**config.mk**
```make
export PLATFORM = sky130hd
export DESIGN_NAME = instr_fetch_flat
export DESIGN_NICKNAME = d
export VERILOG_FILES = /design/src/rtl/instr_fetch_pkg.sv /design/src/rtl/instr_fetch_if.sv /design/src/rtl/instr_fetch_timer.sv /design/src/rtl/instr_fetch.sv /design/src/flat_wrapper.sv
export SDC_FILE = /design/constraint.sdc
export NUM_CORES = 1
export LEC_CHECK = 0
export BUFFER_PORTS_ARGS = -buffer_cell sky130_fd_sc_hd__buf_2
export CAP_MARGIN = 10
export CELL_PAD_IN_SITES_DETAIL_PLACEMENT = 1
export CELL_PAD_IN_SITES_GLOBAL_PLACEMENT = 1
export CORE_UTILIZATION = 42
export DETAILED_ROUTE_END_ITERATION = 8
export PLACE_DENSITY = 0.88
export SLEW_MARGIN = 30
export SYNTH_ARGS = -nofsm -noshare
export SYNTH_HDL_FRONTEND = slang
export SYNTH_SLANG_ARGS = --single-unit
export TNS_END_PERCENT = 30
```
**constraint.sdc**
```tcl
create_clock -name clk -period 4.6 [get_ports clk]
set_input_delay 0.92 -clock clk [delete_from_list [all_inputs] [get_ports clk]]
set_output_delay 0.92 -clock clk [all_outputs]
set_load 0.02 [all_outputs]
```
**src/rtl/instr_fetch_pkg.sv**
```systemverilog
// Shared fetch-stage types and constants, also used by decoder-side pipeline control.
// Holds the FSM encoding, the NOP word and the PC step.
package instr_fetch_pkg;

    typedef enum logic [1:0] {
        ST_ISSUE = 2'd0,
        ST_WAIT  = 2'd1,
        ST_VALID = 2'd2,
        ST_HALT  = 2'd3
    } fetch_state_e;

    localparam logic [31:0] NOP_INSTR = 32'h0000_0013;
    localparam logic [31:0] PC_INC    = 32'd4;

    function automatic logic [31:0] word_align(input logic [31:0] addr);
        return addr & 32'hFFFF_FFFC;
    endfunction

endpackage

```
**src/rtl/instr_fetch_if.sv**
```systemverilog
// Fetch-stage bus: instruction-memory read port, decoder handoff and redirect input.
// master = fetch stage, slave = memory/decoder environment.
interface instr_fetch_if;

    logic        imem_req;
    logic [31:0] imem_addr;
    logic        imem_rvalid;
    logic [31:0] imem_rdata;
    logic [31:0] prog;
    logic [31:0] pc_out;
    logic        prog_valid;
    logic        prog_ready;
    logic        jmp_en;
    logic [31:0] jmp_addr;
    logic        fetch_err;

    modport master (
        output imem_req, imem_addr, prog, pc_out, prog_valid, fetch_err,
        input  imem_rvalid, imem_rdata, prog_ready, jmp_en, jmp_addr
    );

    modport slave (
        input  imem_req, imem_addr, prog, pc_out, prog_valid, fetch_err,
        output imem_rvalid, imem_rdata, prog_ready, jmp_en, jmp_addr
    );

endinterface

```
**src/rtl/instr_fetch_timer.sv**
```systemverilog
// Response watchdog: counts enabled cycles since clear, flags expiry on the TIMEOUT-th cycle.
// Expiry is combinational from the count; no backpressure, saturates once expired.
module fetch_timer #(
    parameter int unsigned TIMEOUT = 16
) (
    input  logic clk,
    input  logic rst_n,
    input  logic clear_i,
    input  logic en_i,
    output logic expired_o
);

    localparam int unsigned CW = $clog2(TIMEOUT + 1);
    localparam logic [CW-1:0] LAST = CW'(TIMEOUT - 1);

    logic [CW-1:0] cnt_q, cnt_d;

    assign expired_o = (cnt_q == LAST);

    always_comb begin
        cnt_d = cnt_q;
        if (clear_i) begin
            cnt_d = '0;
        end else if (en_i && !expired_o) begin
            cnt_d = cnt_q + 1'b1;
        end
    end

    always_ff @(posedge clk or negedge rst_n) begin
        if (!rst_n) begin
            cnt_q <= '0;
        end else begin
            cnt_q <= cnt_d;
        end
    end

endmodule

```
**src/rtl/instr_fetch.sv**
```systemverilog
// RV32I fetch stage: owns the PC, one outstanding imem read, presents prog with valid/ready.
// prog_valid one cycle after imem_rvalid (3 cycles/instr min); holds in VALID while prog_ready=0.
module instr_fetch
    import instr_fetch_pkg::*;
#(
    parameter logic [31:0] RESET_PC = 32'h0000_0000,
    parameter int unsigned TIMEOUT  = 16
) (
    input  logic          clk,
    input  logic          rst_n,
    instr_fetch_if.master fetch_bus
);

    fetch_state_e state_q, state_d;
    logic [31:0]  pc_q, pc_d;
    logic [31:0]  prog_q, prog_d;
    logic [31:0]  pc_out_q, pc_out_d;
    logic         prog_valid_q, prog_valid_d;
    logic         drop_q, drop_d;
    logic         err_q, err_d;
    logic         run_q;
    logic         issue;
    logic         timer_expired;

    // run_q keeps the reset-state ISSUE from requesting until the first edge after reset.
    assign issue = (state_q == ST_ISSUE) && run_q;

    fetch_timer #(
        .TIMEOUT (TIMEOUT)
    ) u_timer (
        .clk       (clk),
        .rst_n     (rst_n),
        .clear_i   (state_q == ST_ISSUE),
        .en_i      (state_q == ST_WAIT),
        .expired_o (timer_expired)
    );

    always_comb begin
        state_d      = state_q;
        pc_d         = pc_q;
        prog_d       = prog_q;
        pc_out_d     = pc_out_q;
        prog_valid_d = prog_valid_q;
        drop_d       = drop_q;
        err_d        = err_q;

        unique case (state_q)
            ST_ISSUE: begin
                if (run_q) begin
                    state_d = ST_WAIT;
                    if (fetch_bus.jmp_en) begin
                        drop_d = 1'b1;
                    end
                end
            end
            ST_WAIT: begin
                if (fetch_bus.imem_rvalid) begin
                    if (drop_q || fetch_bus.jmp_en) begin
                        drop_d  = 1'b0;
                        state_d = ST_ISSUE;
                    end else begin
                        prog_d       = fetch_bus.imem_rdata;
                        pc_out_d     = pc_q;
                        pc_d         = pc_q + PC_INC;
                        prog_valid_d = 1'b1;
                        state_d      = ST_VALID;
                    end
                end else if (timer_expired) begin
                    err_d   = 1'b1;
                    state_d = ST_HALT;
                end else if (fetch_bus.jmp_en) begin
                    drop_d = 1'b1;
                end
            end
            ST_VALID: begin
                // A redirect retires the presented word whether or not it was taken.
                if (fetch_bus.jmp_en || fetch_bus.prog_ready) begin
                    prog_valid_d = 1'b0;
                    state_d      = ST_ISSUE;
                end
            end
            ST_HALT: begin
                prog_valid_d = 1'b0;
            end
            default: begin
                state_d = ST_HALT;
            end
        endcase

        if (fetch_bus.jmp_en && (state_q != ST_HALT)) begin
            pc_d = word_align(fetch_bus.jmp_addr);
        end
    end

    always_ff @(posedge clk or negedge rst_n) begin
        if (!rst_n) begin
            state_q      <= ST_ISSUE;
            pc_q         <= word_align(RESET_PC);
            prog_q       <= NOP_INSTR;
            pc_out_q     <= '0;
            prog_valid_q <= 1'b0;
            drop_q       <= 1'b0;
            err_q        <= 1'b0;
            run_q        <= 1'b0;
        end else begin
            state_q      <= state_d;
            pc_q         <= pc_d;
            prog_q       <= prog_d;
            pc_out_q     <= pc_out_d;
            prog_valid_q <= prog_valid_d;
            drop_q       <= drop_d;
            err_q        <= err_d;
            run_q        <= 1'b1;
        end
    end

    assign fetch_bus.imem_req   = issue;
    assign fetch_bus.imem_addr  = issue ? pc_q : 32'h0;
    assign fetch_bus.prog       = prog_q;
    assign fetch_bus.pc_out     = pc_out_q;
    assign fetch_bus.prog_valid = prog_valid_q;
    assign fetch_bus.fetch_err  = err_q;

endmodule

```
**src/flat_wrapper.sv**
```systemverilog
// flat-port wrapper written by rule: the top's interface ports become plain ports
module instr_fetch_flat import instr_fetch_pkg::*;
#(
    parameter logic [31:0] RESET_PC = 32'h0000_0000,
    parameter int unsigned TIMEOUT  = 16
)
  (clk, rst_n, fetch_bus_imem_req, fetch_bus_imem_addr, fetch_bus_prog, fetch_bus_pc_out, fetch_bus_prog_valid, fetch_bus_fetch_err, fetch_bus_imem_rvalid, fetch_bus_imem_rdata, fetch_bus_prog_ready, fetch_bus_jmp_en, fetch_bus_jmp_addr);
  instr_fetch_if fetch_bus_i ();
  input  logic clk;
  input  logic rst_n;
  output wire logic [$bits(fetch_bus_i.imem_req)-1:0] fetch_bus_imem_req;
  output wire logic [$bits(fetch_bus_i.imem_addr)-1:0] fetch_bus_imem_addr;
  output wire logic [$bits(fetch_bus_i.prog)-1:0] fetch_bus_prog;
  output wire logic [$bits(fetch_bus_i.pc_out)-1:0] fetch_bus_pc_out;
  output wire logic [$bits(fetch_bus_i.prog_valid)-1:0] fetch_bus_prog_valid;
  output wire logic [$bits(fetch_bus_i.fetch_err)-1:0] fetch_bus_fetch_err;
  input wire logic [$bits(fetch_bus_i.imem_rvalid)-1:0] fetch_bus_imem_rvalid;
  input wire logic [$bits(fetch_bus_i.imem_rdata)-1:0] fetch_bus_imem_rdata;
  input wire logic [$bits(fetch_bus_i.prog_ready)-1:0] fetch_bus_prog_ready;
  input wire logic [$bits(fetch_bus_i.jmp_en)-1:0] fetch_bus_jmp_en;
  input wire logic [$bits(fetch_bus_i.jmp_addr)-1:0] fetch_bus_jmp_addr;
  assign fetch_bus_imem_req = fetch_bus_i.imem_req;
  assign fetch_bus_imem_addr = fetch_bus_i.imem_addr;
  assign fetch_bus_prog = fetch_bus_i.prog;
  assign fetch_bus_pc_out = fetch_bus_i.pc_out;
  assign fetch_bus_prog_valid = fetch_bus_i.prog_valid;
  assign fetch_bus_fetch_err = fetch_bus_i.fetch_err;
  assign fetch_bus_i.imem_rvalid = fetch_bus_imem_rvalid;
  assign fetch_bus_i.imem_rdata = fetch_bus_imem_rdata;
  assign fetch_bus_i.prog_ready = fetch_bus_prog_ready;
  assign fetch_bus_i.jmp_en = fetch_bus_jmp_en;
  assign fetch_bus_i.jmp_addr = fetch_bus_jmp_addr;
  instr_fetch #(.RESET_PC(RESET_PC), .TIMEOUT(TIMEOUT)) u_core (.clk(clk), .rst_n(rst_n), .fetch_bus(fetch_bus_i));
endmodule
```
==> results of run 1 <==
## state kept, by name, indices dropped and copies added (netlist names)
name / flops
u_core.fetch_bus.pc_out: 30
u_core.u_timer.cnt_q: 5
u_core.run_q: 1
u_core.fetch_bus.prog_valid: 1
u_core.state_q: 2
u_core.fetch_bus.prog: 32
u_core.fetch_bus.fetch_err: 1
u_core.drop_q: 1
u_core.pc_q: 30
## layout make-up
type	count	area, sq um
clock buffers	10	229.0
clock inverters	6	43.79
fillers	1347	5341
inverters	9	33.78
multi-input cells	335	2390
flip-flops and latches	103	2581
well taps	143	178.9
repair buffers	168	864.6
## logic make-up after synthesis
family | share of synthesized area (%)
compound gates | 11.25
mux | 14.45
simple gates | 17.60
flops | 50.44
other cells | 0.1468
xor+xnor | 0.5135
buf+inv | 3.643
fa+ha+maj | 1.956
## layer usage
metal	part of all wire (%)	routed length, um
met5	0	0
met4	2.5	365
met3	4.0	588
met2	51	7495
met1	43	6320
## final timing paths
check / startpoint / endpoint / slack, ns
max: u_core.state_q[0] / fetch_bus_imem_addr[27] / 1.67
min: u_core.fetch_bus.fetch_err / u_core.fetch_bus.fetch_err / 0.48
max reg2reg: u_core.state_q[0] / u_core.pc_q[15] / 2.13
min reg2reg: u_core.fetch_bus.fetch_err / u_core.fetch_bus.fetch_err / 0.48
max in group asynchronous: rst_n / u_core.fetch_bus.pc_out[7] / 3.11
min in group asynchronous: rst_n / u_core.fetch_bus.prog[11] / 0.59
## metrics by stage
stage | instance area [sq um] | total power, uW | worst slack (ns)
CTS | 6311 | 4534 | 1.659
global route | 6321 | 4775 | 1.541
floorplan | 5129 | 3052 | 2.221
finish | 6321 | 4503 | 1.668
detailed placement | 6038 | 3786 | 1.562
global placement | 6038 | 3656 | 1.606
## power groups by stage
stage	clock network, uW	registers (uW)	logic [uW]
6_report	727	1790	1990
5_1_grt	773	1850	2150
4_1_cts	742	1780	2010
3_5_place_dp	0	1790	1990
3_3_place_gp	0	1750	1910
2_1_floorplan	0	2020	1030
## placed cells by master (no fill, tap or decap), drive strengths merged, types with 5 or more instances in the layout
cell type and count:
ha 8, a21oi 33, nor2 18, dfrtp 100
clkbuf 10, o21ai 17, inv 11, nand2 36
nand3 17, mux2 63, a2bb2oi 10, and3 33
buf 168, nor3 11, o211ai 5, conb 5
o22ai 13, nand4 16
==> results by group, run 1 <==
Outcome
  • Outcome: finished, final reports clean

Setup path
  • WP depth: 5
  • Crit path arrival time: roughly 2.0 ns
  • CP max-delay cell: dfrtp_1
  • CP bufs+invs: 3
  • Worst setup path category: reg2out
  • Largest stage delay on the critical path: 0.45 ns
  • Req. time, crit path: about 3.7 ns
  • CP top delay family: buffers and inverters
  • Worst reg2reg path depth: 7
  • Worst-path maximum fanout: 34
  • CP cell instances: inv_1 -> ha_1 -> buf_4 -> and3_1 -> buf_2
  • Critical Path End Type: output port
  • CP startpoint kind: flop

Logic synthesis
  • Synth cell count leaders: 100 x dfrtp_1, 63 x mux2_2, 36 x nand2_1
  • Sequential fraction of the synthesis area: 50.44%
  • Yosys top cell area share: between 40% and 50%
  • Yosys warnings: 0
  • Post-synth top area cell: dfrtp_1
  • FFs w/ async S/R, synth: 100.0%
  • Synth area leaders: dfrtp_1 49%, mux2_2 14%, and3_1 3.9%
  • Synth cell types: 56
  • #FFs+latches synth: ~100
  • Mapped cell area: between 0.005 and 0.006 sq mm
  • Number of synthesized flops with an enable pin: 0
  • Most common cell in the netlist: dfrtp_1
  • Syn Inst Count: ~480
  • Top_reg_cell synth: dfrtp_1
  • Synth Area per Inst: between 10 and 15 sq um

Clocking
  • Clock Latency Late Sink: roughly 0.36 ns
  • CTS Buffer Depth: 2
  • Root buf cell: clkbuf_16
  • # H-tree levels: 3
  • # resized after CTS: 0
  • CTS tree: built
  • Hold_buf cts: 0
  • Worst-path clk slew: about 0.080 ns
  • Clk sinks: approximately 100
  • CTS Buf Count: 9
  • Setup bufs post-CTS: 0

GRT
  • Met3 usage: under 10%
  • Met1 Use GR: 30.00%
  • GRT Util Overall: between 20% and 30%
  • First-pass GRT wire length: about 24000 um
  • Number of global-route vias before repair: about 4500
  • GRT Max-Usage Layer: met2
  • Largest net degree at the start of global routing: 77
  • Initial antenna violation count: 0
  • GRT met2 Usage: about two fifths
  • Overflow after GRT: 0

Worst hold path
  • Type of the tightest min-delay check: reg2reg
  • Min-Delay Path Depth: 1

Floorplanning
  • Row count: 39
  • Placeable Area: roughly 0.012 sq mm
  • DIE AREA: 0.01263 sq mm
  • Initial Util: between 40 and 50%
  • IO Count: 168
  • Die Y-Extent: approximately 110 um
  • Die Width: 112.4 um

Routing
  • Antenna Nets Post-Route: 0
  • Pre-antenna DRT Iters: 4
  • Remaining DRCs: 0
  • DR iter-0 viols: 221
  • Routed len/inst: between 15 and 20 um
  • WL final: 14770 um
  • Via count: ~4400
  • Vias/cell: about 5.7

Place
  • Placed Cells: 758
  • Port bufs: 161
  • Placer Congestion: between 0.8 and 0.9
  • DP HPWL: between 10000 and 15000 um

Power
  • Switching share of power: a little over two fifths
  • P per Cell Area: 712.3 mW/mm^2
  • Clock power share: 16.2%
  • Sequential power share: between 30 and 40%
  • Sw Pwr: between 1500 and 2000 uW
  • Static Leak: between 0.003 and 0.004 uW
  • VDD IR max: roughly 0.31 mV
  • Pint: 2536 uW
  • Comb pwr share: 44.2%

Job
  • Max-cap violations: 0

STA
  • Worst-margin pin slew: ~0.95 ns
  • Fmax: 341.0 MHz
  • Max-slew violation count: 0
  • WHS: 0.4787 ns
  • Tmin final: 2.932 ns
  • Fin Setup TNS: 0 ns
  • RSZ-0062 raised after global routing: false
  • Final-report setup violation count: 0
  • Final Hold Vio Count: 0
  • Slew headroom: between 30% and 40%
  • Fin crit share: between 60 and 70%
  • Skew final: ~0.014 ns

Layout
  • Share of cells above drive strength 1: between 40% and 50%
  • Layout Cells excl Fill: about 770
  • Antenna diodes: 0
  • Post-layout util: 54.20%
  • Area Growth Syn to Fin: 23.52%
  • # nets final: 703
(Power assumes the default switching activity.)
==> inputs of run 2 (changes only) <==
Settings changed: ABC_AREA set to 1, CORE_UTILIZATION 42 to 37, PLACE_DENSITY 0.88 to 0.83.
Clock period 4.6 ns to 3 ns, I/O delays scaled along.
==> run 2 against run 1 <==
Net effect: synthesized cell count grew 41%; register-to-register slack lost 1.3 ns; sequential cell count is the same; critical endpoint is now fetch_bus_imem_addr[31].
==> results by group, run 2 <==
Outcome
  • Outcome: finished, final reports clean (unchanged)

Power
  • P per Cell Area: 1098 mW/mm^2 (was 712.3 mW/mm^2)
  • VDD IR max: 0.3384 mV (was 0.3060 mV)
  • Static Leak: 0.003419 uW (was 0.003001 uW)

Logic synthesis
  • Synth cell types: 33 (was 56)
  • Synth area leaders: dfrtp_1 47%, nand2_1 12%, nor2_1 7.8% (was dfrtp_1 49%, mux2_2 14%, and3_1 3.9%)
  • Synth cell count leaders: 177 x nand2_1, 111 x nor2_1, 100 x dfrtp_1 (was 100 x dfrtp_1, 63 x mux2_2, 36 x nand2_1)
  • Top_reg_cell synth: dfrtp_1 (unchanged)
  • Most common cell in the netlist: nand2_1 (was dfrtp_1)
  • Post-synth top area cell: dfrtp_1 (unchanged)
  • #FFs+latches synth: 103 (unchanged)
  • Synth Area per Inst: 7.887 sq um (was 10.71 sq um)
  • FFs w/ async S/R, synth: 100.0% (unchanged)
  • Number of synthesized flops with an enable pin: 0 (unchanged)
  • Yosys top cell area share: 47.00% (was 48.90%)
  • Mapped cell area: 0.005324 sq mm (was 0.005117 sq mm)
  • Syn Inst Count: 675 (was 478)
  • Sequential fraction of the synthesis area: 48.48% (was 50.44%)
  • Yosys warnings: 0 (unchanged)

Clocking
  • Setup bufs post-CTS: 0 (unchanged)
  • Hold_buf cts: 0 (unchanged)
  • # H-tree levels: 3 (unchanged)
  • Clk sinks: 103 (unchanged)
  • CTS Buf Count: 9 (unchanged)
  • Clock Latency Late Sink: 0.35 ns (was 0.36 ns)
  • Worst-path clk slew: 0.07 ns (was 0.08 ns)
  • CTS Buffer Depth: 2 (unchanged)
  • Root buf cell: clkbuf_16 (unchanged)
  • CTS tree: built (unchanged)
  • # resized after CTS: 0 (unchanged)

Layout
  • Fill cell count: 1785 (was 1347)
  • Antenna diodes: 0 (unchanged)
  • Most frequent cells in the layout: 176 x nand2_1, 160 x buf_2, 111 x nor2_1, 100 x dfrtp_1, 64 x inv_1 (was 160 x buf_2, 100 x dfrtp_1, 63 x mux2_2, 36 x nand2_1, 33 x a21oi_1)
  • Multi-input logic area: 0.002376 sq mm (was 0.002390 sq mm)
  • # nets final: 904 (was 703)
  • Reg area: 0.002581 sq mm (unchanged)
  • Max reg flops: 32 (unchanged)
  • Share of cells above drive strength 1: 27.88% (was 41.68%)
  • Area Growth Syn to Fin: 23.62% (was 23.52%)
  • Commonest non-fill, non-tap cell in the layout: nand2_1 (was buf_2)

Routing
  • Vias/cell: 4.926 (was 5.689)
  • Remaining DRCs: 0 (unchanged)
  • DR iter-0 viols: 243 (was 221)
  • Pre-antenna DRT Iters: 5 (was 4)
  • Routed len/inst: 15.90 um (was 19.08 um)
  • Via count: 4985 (was 4403)
  • WL final: 16090 um (was 14770 um)
  • Antenna Nets Post-Route: 0 (unchanged)

Setup path
  • FF-to-FF End: u_core.fetch_bus.pc_out[26] (was u_core.pc_q[15])
  • Worst setup path category: reg2out (unchanged)
  • Worst R2R Start: u_core.state_q[1] (was u_core.state_q[0])
  • Worst reg2reg path depth: 8 (was 7)
  • CP startpoint kind: flop (unchanged)
  • Critical Path End Type: output port (unchanged)
  • Req. time, crit path: 2.40 ns (was 3.68 ns)
  • Crit path arrival time: 2.07 ns (was 2.01 ns)
  • Worst R2R Setup Slack: 0.85 ns (was 2.13 ns)
  • CP cell instances: inv_1 -> ha_1 -> nand2_1 -> buf_4 -> nor2_1 -> buf_2 (was inv_1 -> ha_1 -> buf_4 -> and3_1 -> buf_2)
  • Worst-path maximum fanout: 22 (was 34)
  • Largest stage delay on the critical path: 0.46 ns (was 0.45 ns)
  • CP max-delay cell: dfrtp_1 (unchanged)

STA
  • Fin Setup TNS: 0 ns (unchanged)
  • Final Hold Vio Count: 0 (unchanged)
  • Max-slew violation count: 0 (unchanged)
  • Fmax: about 380 MHz
  • Skew final: 0.01103 ns (was 0.01407 ns)
  • Tmin final: ~2.7 ns
  • WHS: 0.2655 ns (was 0.4787 ns)
  • Slew headroom: 46.89% (was 36.82%)
  • Final-report setup violation count: 0 (unchanged)
  • Worst-margin pin slew: 0.7966 ns (was 0.9477 ns)
  • RSZ-0062 raised after global routing: false (unchanged)
  • Fin crit share: 88.88%

GRT
  • Initial antenna violation count: 0 (unchanged)
  • GRT Max-Usage Layer: met2 (unchanged)
  • Met3 usage: 3.511% (was 3.834%)
  • GRT met2 Usage: 36.97% (was 41.61%)
  • First-pass GRT wire length: 25410 um (was 23580 um)
  • GRT Util Overall: 22.33% (was 24.04%)
  • Number of global-route vias before repair: 4863 (was 4482)
  • Largest net degree at the start of global routing: 104 (was 77)
  • Met1 Use GR: 29.48% (was 30.00%)
  • Overflow after GRT: 0 (unchanged)

Floorplanning
  • Die Y-Extent: 122.0 um (was 112.4 um)
  • Placeable Area: 0.01393 sq mm (was 0.01166 sq mm)
  • Initial Util: 38.21% (was 43.88%)
  • DIE AREA: 0.01487 sq mm (was 0.01263 sq mm)
  • Die Width: 122.0 um (was 112.4 um)
  • Row count: 43 (was 39)
  • IO Count: 168 (unchanged)

Worst hold path
  • Type of the tightest min-delay check: in2async (was reg2reg)

Job
  • Max-cap violations: 0 (unchanged)

Place
  • Placer Congestion: 0.8438 (was 0.8293)
  • DP HPWL: 12040 um (was 10400 um)
  • Port bufs: 161 (unchanged)
run 2: logic make-up (layout without fill, tap and decap cells):
| family | after synthesis | after routing | share of synthesized area (%) |
|---|---|---|---|
| compound gates | 94 | 94 | 9.635 |
| mux | 32 | 32 | 6.769 |
| other cells | 2 | 5 | 0.1411 |
| buf+inv | 94 | 248 | 7.239 |
| flops | 103 | 103 | 48.48 |
| simple gates | 342 | 342 | 25.85 |
| fa+ha+maj | 8 | 8 | 1.880 |
run 2: critical path, delay by kind of cell, from the launching register on:
kind	cells	cell delay, ns
adder cells (fa/ha/maj)	1	0.23
buffers and inverters	3	0.60
flip-flops	1	0.46
AND/OR/NAND/NOR	2	0.42
run 2: power by group:
part	switching, uW	total [uW]	leakage (uW)	internal [uW]
registers	501	2560	0.00124	2060
clock network	573	1150	0.000136	581
logic	2350	3510	0.00204	1160
run 2: worst max-delay path by stage:
stage / cells after the start / startpoint / to / slack (ns)
2_1_floorplan: 6 / u_core.state_q[0] / fetch_bus_imem_addr[22] / 0.84
3_3_place_gp: 6 / u_core.state_q[0] / fetch_bus_imem_addr[25] / 0.71
3_5_place_dp: 6 / u_core.state_q[0] / fetch_bus_imem_addr[31] / 0.63
4_1_cts: 6 / u_core.state_q[0] / fetch_bus_imem_addr[31] / 0.27
5_1_grt: 6 / u_core.state_q[0] / fetch_bus_imem_addr[31] / 0.18
6_report: 6 / u_core.state_q[0] / fetch_bus_imem_addr[31] / 0.33
run 2: cell type report:
class	count	share of cell area, %
repair buffers	167	13.16
well taps	180	3.422
clock buffers	9	3.422
clock inverters	7	0.9696
multi-input cells	481	36.10
flip-flops and latches	103	39.22
inverters	65	3.707
run 2: metrics by stage:
stage / cells / setup WS (ns) / power (uW) / cell area [sq um] / util, %
after floorplan: 678 / 0.8429 / 4827 / 5335 / -
after global placement: 996 / 0.7097 / 5975 / 6292 / 45.16
after detailed placement: 996 / 0.6331 / 6122 / 6292 / 45.16
after CTS: 1012 / 0.2678 / 7295 / 6581 / 47.23
after global routing: 1012 / 0.1795 / 7791 / 6581 / 47.23
final: 1012 / 0.3336 / 7227 / 6581 / 47.23
run 2: metal layers:
metal	part of all wire [%]	wire, um
met1	43	6994
met5	0	0
met3	6.5	1050
met2	48	7741
met4	1.9	307
==> inputs of run 3 (changes only) <==
Settings changed: CORE_UTILIZATION 37 to 38, CTS_BUF_LIST set to sky130_fd_sc_hd__clkbuf_8, PLACE_DENSITY 0.83 to 0.85, SETUP_SLACK_MARGIN set to 0.05.
==> run 3 against run 2 <==
Net effect: worst setup slack gained 0.024 ns; clock-buffer cell count is the same; via count shrank 1.6%; sequential power is essentially flat.
==> results by group, run 3 (synthesis results as in run 2) <==
STA
  • Fmax: 378.5 MHz (was 375.0 MHz)
  • Max-slew violation count: 0 (unchanged)
  • Tmin final: 2.642 ns (was 2.666 ns)
  • Final Hold Vio Count: 0 (unchanged)
  • Slew headroom: 45.12% (was 46.89%)
  • Fin crit share: 88.06% (was 88.88%)
  • RSZ-0062 raised after global routing: false (unchanged)
  • Skew final: 0.01167 ns (was 0.01103 ns)
  • Fin Setup TNS: 0 ns (unchanged)
  • Worst-margin pin slew: 0.8232 ns (was 0.7966 ns)
  • Final-report setup violation count: 0 (unchanged)

Routing
  • Antenna Nets Post-Route: 0 (unchanged)
  • Via count: 4906 (was 4985)
  • Remaining DRCs: 0 (unchanged)
  • DR iter-0 viols: 212 (was 243)
  • Vias/cell: 4.862 (was 4.926)
  • WL final: 15770 um (was 16090 um)
  • Routed len/inst: 15.63 um (was 15.90 um)
  • Pre-antenna DRT Iters: 4 (was 5)

Layout
  • Antenna diodes: 0 (unchanged)
  • Area Growth Syn to Fin: 21.76% (was 23.62%)
  • Most frequent cells in the layout: 176 x nand2_1, 160 x buf_2, 111 x nor2_1, 100 x dfrtp_1, 64 x inv_1 (unchanged)
  • # nets final: 905 (was 904)
  • Final instance area: 0.006482 sq mm (was 0.006581 sq mm)
  • Max reg flops: 32 (unchanged)
  • Post-layout util: 48.19% (was 47.23%)
  • Share of cells above drive strength 1: 27.97% (was 27.88%)
  • Commonest non-fill, non-tap cell in the layout: nand2_1 (unchanged)

Place
  • DP HPWL: 12180 um (was 12040 um)
  • Port bufs: 161 (unchanged)
  • Cell Area, Placed: 0.006295 sq mm (was 0.006292 sq mm)
  • Placer Congestion: 0.8352 (was 0.8438)

Floorplanning
  • Initial Util: 39.57% (was 38.21%)
  • Row count: 42 (was 43)
  • DIE AREA: 0.01449 sq mm (was 0.01487 sq mm)
  • Die Y-Extent: 120.4 um (was 122.0 um)
  • Placeable Area: 0.01345 sq mm (was 0.01393 sq mm)
  • Die Width: 120.4 um (was 122.0 um)
  • IO Count: 168 (unchanged)

Outcome
  • Outcome: finished, final reports clean (unchanged)

Clocking
  • CTS Buffer Depth: 2 (unchanged)
  • CTS tree: built (unchanged)
  • Setup bufs post-CTS: 0 (unchanged)
  • Clk sinks: 103 (unchanged)
  • Hold_buf cts: 0 (unchanged)
  • Clock Latency Late Sink: 0.37 ns (was 0.35 ns)
  • Root buf cell: clkbuf_8 (was clkbuf_16)
  • # H-tree levels: 3 (unchanged)
  • CTS Buf Count: 9 (unchanged)
  • # resized after CTS: 0 (unchanged)
  • Worst-path clk slew: 0.11 ns (was 0.07 ns)

Setup path
  • Crit path arrival time: 2.04 ns (was 2.07 ns)
  • CP max-delay cell: dfrtp_1 (unchanged)
  • CP cell instances: inv_1 -> ha_1 -> nand2_1 -> buf_4 -> nor2_1 -> buf_2 (unchanged)
  • Worst-path maximum fanout: 15 (was 22)
  • Req. time, crit path: 2.40 ns (about the same)
  • Critical Path End Type: output port (unchanged)
  • Worst setup path category: reg2out (unchanged)
  • Largest stage delay on the critical path: 0.47 ns (was 0.46 ns)
  • CP startpoint kind: flop (unchanged)

Power
  • Static Leak: 0.003377 uW (was 0.003419 uW)
  • VDD IR max: 0.2851 mV (was 0.3384 mV)
  • P per Cell Area: 1067 mW/mm^2 (was 1098 mW/mm^2)
  • Total power: 6920 uW (was 7227 uW)

Job
  • Max-cap violations: 0 (unchanged)

GRT
  • Initial antenna violation count: 0 (unchanged)
  • Overflow after GRT: 0 (unchanged)
  • GRT Util Overall: 23.03% (was 22.33%)
  • First-pass GRT wire length: 26250 um (was 25410 um)
  • Number of global-route vias before repair: 5106 (was 4863)
  • Largest net degree at the start of global routing: 77 (was 104)

Worst hold path
  • Type of the tightest min-delay check: in2async (unchanged)
[run 3: cell count changes in the layout (fill, tap and decap cells not counted)]
cell / previous run / this run
buf_4: 6 / 7
clkbuf_16: 9 / 0
clkbuf_8: 0 / 9
clkinv_4: 2 / 1
inv_6: 1 / 2
[run 3: path summary, 6_finish.rpt]
check	start	end	slack, ns	cells past startpoint
worst max register to register	u_core.state_q[1]	u_core.fetch_bus.pc_out[23]	0.84	8
min in group clk	fetch_bus_imem_rdata[2]	u_core.fetch_bus.prog[2]	0.45	2
worst min register to register	u_core.fetch_bus.fetch_err	u_core.fetch_bus.fetch_err	0.47	2
worst min-delay path	rst_n	u_core.fetch_bus.pc_out[7]	0.14	1
max in group asynchronous	rst_n	u_core.run_q	2.15	2
worst max-delay path	u_core.state_q[0]	fetch_bus_imem_addr[31]	0.36	6
[run 3: worst max-delay path, delay by kind of cell (launching register included)]
| kind | cells | cell delay [ns] |
|---|---|---|
| fa+ha+maj | 1 | 0.37 |
| buf+inv | 3 | 0.54 |
| flops | 1 | 0.47 |
| simple gates | 2 | 0.29 |
[run 3: per-layer routing]
layer | track usage (%) | vias to the layer above | share of wire [%]
li1 | - | 2451 | -
met1 | 30.30 | 2329 | 46
met2 | 39.58 | 113 | 48
met3 | 3.255 | 13 | 4.3
met4 | 6.250 | 0 | 1.1
met5 | 0 | - | 0
[run 3: cell type report]
class | instances | area, sq um
Inverter | 65 | 244.0
Timing Repair Buffer | 168 | 873.3
Sequential cell | 103 | 2581
Clock inverter | 7 | 63.81
Tap cell | 176 | 220.2
Clock buffer | 9 | 123.9
Fill cell | 1746 | 6970
Multi-Input combinational cell | 481 | 2376
[run 3: where the power goes]
part / internal (uW) / switching, uW / leakage, uW
combinational: 1160 / 2350 / 0.00204
clock: 321 / 538 / 0.0000903
sequential: 2060 / 498 / 0.00124
total: 3540 / 3380 / 0.00338
[run 3: metrics by stage]
step | hold slack (ns) | std cells | setup slack [ns]
after floorplan | 0.3044 | 678 | 0.8429
after global placement | 0.4437 | 993 | 0.8366
after detailed placement | 0.4587 | 993 | 0.7582
after CTS | 0.1367 | 1009 | 0.3336
after global routing | 0.1406 | 1009 | 0.1944
final | 0.1393 | 1009 | 0.3581
